**config.mk**
```make
export PLATFORM = sky130hd
export DESIGN_NAME = ddfs_freq_meter
export DESIGN_NICKNAME = d
export VERILOG_FILES = /design/src/rtl/ddfs_freq_meter.sv
export SDC_FILE = /design/constraint.sdc
export NUM_CORES = 1
export LEC_CHECK = 0
export ABC_AREA = 1
export CAP_MARGIN = 20
export CORE_UTILIZATION = 25
export CTS_CLUSTER_DIAMETER = 60
export DETAILED_ROUTE_END_ITERATION = 8
export HOLD_SLACK_MARGIN = 0.06
export SYNTH_ARGS = -nofsm -noshare
export SYNTH_HDL_FRONTEND = slang
export SYNTH_SLANG_ARGS = --single-unit
```
**constraint.sdc**
```tcl
create_clock -name clk -period 8 [get_ports clk]
set_input_delay 1.2 -clock clk [delete_from_list [all_inputs] [get_ports clk]]
set_output_delay 1.2 -clock clk [all_outputs]
set_load 0.005 [all_outputs]
```
**src/rtl/ddfs_freq_meter.sv**
```systemverilog
// Period meter for the DDFS sample stream: Schmitt-triggered rising mid-level
// crossings are timed and averaged over 2**AVG_LOG2 waveform periods.
module ddfs_freq_meter #(
  parameter int DATA_W   = 8,
  parameter int MID      = 128,
  parameter int HYST     = 4,
  parameter int CNT_W    = 24,
  parameter int AVG_LOG2 = 2,
  parameter int TIMEOUT  = 1048576
) (
  input  logic              clk,
  input  logic              reset,
  input  logic [DATA_W-1:0] q_in,
  input  logic              enable,
  output logic [CNT_W-1:0]  period_out,
  output logic              period_valid,
  output logic              locked,
  output logic              no_signal
);

  localparam int SUM_W = CNT_W + AVG_LOG2;
  localparam logic [DATA_W-1:0]   HI_TH   = DATA_W'(MID + HYST);
  localparam logic [DATA_W-1:0]   LO_TH   = DATA_W'(MID - HYST);
  localparam logic [CNT_W-1:0]    CNT_TO  = CNT_W'(TIMEOUT);
  localparam logic [AVG_LOG2-1:0] K_LAST  = '1;

  typedef enum logic [1:0] {LVL_UNKNOWN, LVL_LOW, LVL_HIGH} level_e;
  typedef enum logic [1:0] {ST_IDLE, ST_ARM, ST_MEASURE} state_e;

  logic [DATA_W-1:0]   q_r_q;
  level_e              level_q, level_d;
  logic                event_q, event_d;
  state_e              state_q, state_d;
  logic [CNT_W-1:0]    cnt_q, cnt_d;
  logic [SUM_W-1:0]    sum_q, sum_d;
  logic [AVG_LOG2-1:0] k_q, k_d;
  logic [CNT_W-1:0]    period_q, period_d;
  logic                valid_q, valid_d;
  logic                locked_q, locked_d;
  logic                no_signal_q, no_signal_d;

  logic [SUM_W-1:0]    sum_ext;
  logic                timeout;

  assign sum_ext = sum_q + SUM_W'(cnt_q);
  assign timeout = (cnt_q == CNT_TO);

  // Schmitt comparator; only a LOW->HIGH move is an event, so the first
  // qualifying sample after UNKNOWN just establishes the level.
  always_comb begin
    // NOTE: every always_comb output gets a default first so no path leaves it unassigned (no latch).
    level_d = level_q;
    event_d = 1'b0;
    if (!enable) begin
      level_d = LVL_UNKNOWN;
    end else if (q_r_q >= HI_TH) begin
      level_d = LVL_HIGH;
      event_d = (level_q == LVL_LOW);
    end else if (q_r_q < LO_TH) begin
      level_d = LVL_LOW;
    end
  end

  always_comb begin
    state_d     = state_q;
    cnt_d       = cnt_q;
    sum_d       = sum_q;
    k_d         = k_q;
    period_d    = period_q;
    valid_d     = 1'b0;
    locked_d    = locked_q;
    no_signal_d = no_signal_q;

    if (!enable) begin
      // Disable outranks both event and timeout; results are left untouched.
      state_d = ST_IDLE;
      cnt_d   = '0;
      sum_d   = '0;
      k_d     = '0;
    end else begin
      unique case (state_q)
        ST_IDLE: begin
          state_d = ST_ARM;
          cnt_d   = CNT_W'(1);
          sum_d   = '0;
          k_d     = '0;
        end
        ST_ARM: begin
          if (event_q) begin
            state_d = ST_MEASURE;
            cnt_d   = CNT_W'(1);
            sum_d   = '0;
            k_d     = '0;
          end else if (timeout) begin
            no_signal_d = 1'b1;
            locked_d    = 1'b0;
            cnt_d       = CNT_W'(1);
          end else begin
            cnt_d = cnt_q + CNT_W'(1);
          end
        end
        ST_MEASURE: begin
          if (event_q) begin
            cnt_d = CNT_W'(1);
            if (k_q == K_LAST) begin
              period_d    = CNT_W'(sum_ext >> AVG_LOG2);
              valid_d     = 1'b1;
              locked_d    = 1'b1;
              no_signal_d = 1'b0;
              sum_d       = '0;
              k_d         = '0;
            end else begin
              sum_d = sum_ext;
              k_d   = k_q + AVG_LOG2'(1);
            end
          end else if (timeout) begin
            state_d     = ST_ARM;
            no_signal_d = 1'b1;
            locked_d    = 1'b0;
            cnt_d       = CNT_W'(1);
            sum_d       = '0;
            k_d         = '0;
          end else begin
            cnt_d = cnt_q + CNT_W'(1);
          end
        end
        default: state_d = ST_IDLE;
      endcase
    end
  end

  // NOTE: sequential state uses non-blocking assignments so every register samples pre-edge values.
  always_ff @(posedge clk or posedge reset) begin
    if (reset) begin
      q_r_q       <= '0;
      level_q     <= LVL_UNKNOWN;
      event_q     <= 1'b0;
      state_q     <= ST_IDLE;
      cnt_q       <= '0;
      sum_q       <= '0;
      k_q         <= '0;
      period_q    <= '0;
      valid_q     <= 1'b0;
      locked_q    <= 1'b0;
      no_signal_q <= 1'b0;
    end else begin
      q_r_q       <= q_in;
      level_q     <= level_d;
      event_q     <= event_d;
      state_q     <= state_d;
      cnt_q       <= cnt_d;
      sum_q       <= sum_d;
      k_q         <= k_d;
      period_q    <= period_d;
      valid_q     <= valid_d;
      locked_q    <= locked_d;
      no_signal_q <= no_signal_d;
    end
  end

  assign period_out   = period_q;
  assign period_valid = valid_q;
  assign locked       = locked_q;
  assign no_signal    = no_signal_q;

endmodule

```
==> results.md <==
- DRC: 0
- Grt met3 use: between 2 and 2.5%
- Post-CTS Setup Bufs: 0
- Die width: 157 um
- Most common cell in the synthesized netlist: nand2_1
- Final #Nets: 939
- Share of layout cells above drive strength 1: approximately 4.8%
- Clk slew on worst S/H paths: 0.07 ns
- Gate count of the mapped netlist: 860
- Library cells used by synthesis: 37
- Syn nets: between 900 and 1000
- CP Capture Type: flip-flop
- RR Endpoint: period_out[14]
- CP max FO: 26
- R2R cell count: 9
- Antenna-violating nets left: 0
- CTS buffer count: 9
- RSZ-0062 raised after global routing: no
- Pin count of the biggest net entering global routing: 54
- Area leader, netlist: dfrtp_1
- # diodes: 0
- Min Tclk post-route: about 3.3 ns
- TritonCTS clock tree: done
- Max Fclk: just over 300 MHz
- Clock Skew: roughly 0.0075 ns
- Hold Crit Class: flip-flop to flip-flop
- Wirelength per Cell: 12.5 um
- Reg2reg start: state_q[0]
- Max_slew headroom: 44.9%
- Synth async-reset ratio: 100%
- Top FF cell, synth: dfrtp_1
- Sum of negative setup slack: 0 ns
- Clock buffer depth: 2
- Post-CTS sizing: 0
- Post-synth top cells: nand2_1, inv_1, dfrtp_1
- R2R setup slack: 5.50 ns
- PwrDens: 167 nW/um2
- Port Buffer Count: 35
- Routed vias/inst: 4.47
- Yosys Warn Count: 0
- First-pass GRT wire length: 25.2 mm
- CTS Sinks: 90
- Worst vdd ir: 0.105 mV
- CP Data Required Time: between 8 and 9 ns
- Syn-to-layout area delta: 16.5%
- Core Box Area: 23500 um2
- Clock H-tree levels: 3
- Routability cong.: 0.874
- CP Launch Type: primary input
- Min-Delay Path Depth: 1
- Most Crowded Layer GR: met2
- Total Routing Usage GR: between 10% and 20%
- Initial DRT Pass Iterations: 5
- Met1 Use GR: 18.8%
- Utilization after layout: between 20 and 30%
- Leak: 3.66 nW
- Root buffer cell: clkbuf_16
- WS Path Type: primary input to flip-flop
- Seq/Total Area, Yosys: 37.6%
- Grt total ovfl: 0
- Synthesized area per cell: 6.96 um2
- Final hold viol count: 0
- Clk Latency, worst-skew pair: 0.36 ns
- Chip height: between 150 and 200 um
- Post-DP HPWL: 11.5 mm
- Synthesized flop and latch total: 90
- Post-Syn Area: ~6000 um2
- Setup violators final: 0
- Vias in the first global route: 5083
- Hold path start: level_q[1]
- Yosys top cell area share: 37.6%
- Hold Path Sink: event_q
- Outcome: complete, no violations
- Die ar.: around 25000 um2
- Ranking of synthesized cells by area: dfrtp_1, nand2_1, inv_1
- Io pins: 38
- Fin. max-slew vios: 0
- Worst endpoint data arrival time: roughly 3.6 ns
- Post-synth EDFFs: 0
- Vias after detailed routing: 5451
- Starting density of the core: 25.5%
- Worst-margin pin slew: ~0.83 ns
- Antenna violations before repair: 0
- Met2 GRT Util: 20.5%
- Post-Route WL: 15.3 mm
- Fin crit share: 41.4%
- Cell Rows: 56
- Hold buffer count at CTS: 0
- Initial DRC count: 411
- Max Cap Viol: 0
[per-layer routing]
layer	vias to the layer above	routed length, um
li1	2791	-
met1	2517	7610
met2	129	6870
met3	14	698
met4	0	127
met5	-	0
[layout by cell type (no fill, tap or decap), drive strengths merged, types with 2 or more instances in the layout]
| cell | count |
|---|---|
| nand2 | 319 |
| clkbuf | 9 |
| nor2 | 85 |
| clkinv | 2 |
| dfrtp | 90 |
| and3 | 2 |
| nand3b | 5 |
| inv | 126 |
| xnor2 | 2 |
| o21ai | 21 |
| nand3 | 75 |
| bufinv | 2 |
| a21oi | 19 |
| ha | 31 |
| and2 | 3 |
| xor2 | 19 |
| o22ai | 3 |
| clkdlybuf4s50 | 35 |
| nor3 | 17 |
| nand4 | 25 |
| or2 | 3 |
[through the flow]
stage | power [mW] | area (um2) | cells | setup WS, ns | hold WS (ns)
3_3_place_gp | 0.702 | 6650 | 1204 | 4.28 | 0.424
6_report | 1.17 | 6980 | 1220 | 4.69 | 0.436
3_5_place_dp | 0.705 | 6650 | 1204 | 4.28 | 0.430
5_1_grt | 1.22 | 6980 | 1220 | 4.44 | 0.460
2_1_floorplan | 0.665 | 5990 | 860 | 4.46 | 0.407
4_1_cts | 1.18 | 6980 | 1220 | 4.65 | 0.441
[sequential cells by signal (all words and copies together), names as in the netlist]
name,count
cnt_q,24
q_r_q,6
locked,1
sum_q,26
k_q,2
period_valid,1
period_out,24
event_q,1
state_q,2
no_signal,1
level_q,2
[kinds of logic (layout without fill, tap and decap cells)]
family,after synthesis,after routing,synth area share [%]
adder cells (fa/ha/maj),32,32,6.81
buffers and inverters,135,176,9.38
XOR/XNOR,21,21,3.07
AO/OA/AOI/OAI,47,47,4.14
AND/OR/NAND/NOR,535,535,39.0
flip-flops,90,90,37.6
[worst max-delay path, stage by stage]
cell             delay, ns
clkdlybuf4s50_1       0.71
inv_4                 0.09
nor3_4                0.22
inv_2                 0.09
nor2_4                0.61
inv_2                 0.39
nand2_1               0.15
nand2_1               0.06
[how the worst max path moves through the flow]
stage | from | to | slack (ns) | cells after the start
2_1_floorplan | reset | cnt_q[0] | 4.46 | 1
3_5_place_dp | enable | period_out[20] | 4.28 | 8
3_3_place_gp | enable | period_out[14] | 4.28 | 8
6_report | enable | period_out[14] | 4.69 | 8
5_1_grt | enable | period_out[22] | 4.44 | 8
4_1_cts | enable | period_out[20] | 4.65 | 8
[where the power goes]
part / total (mW) / switching, mW / internal [mW]
registers: 0.483 / 0.0150 / 0.468
clock network: 0.471 / 0.195 / 0.276
logic: 0.211 / 0.161 / 0.0509
total: 1.17 / 0.370 / 0.795
[final cells by class]
cell class / count / area, um2
fillers: 2564 / 16500
multi-input cells: 635 / 3170
flip-flops and latches: 90 / 2250
inverters: 124 / 470
well taps: 319 / 399
repair buffers: 36 / 358
clock buffers: 9 / 225
clock inverters: 7 / 98.8
Power figures use the tool's default switching activity.
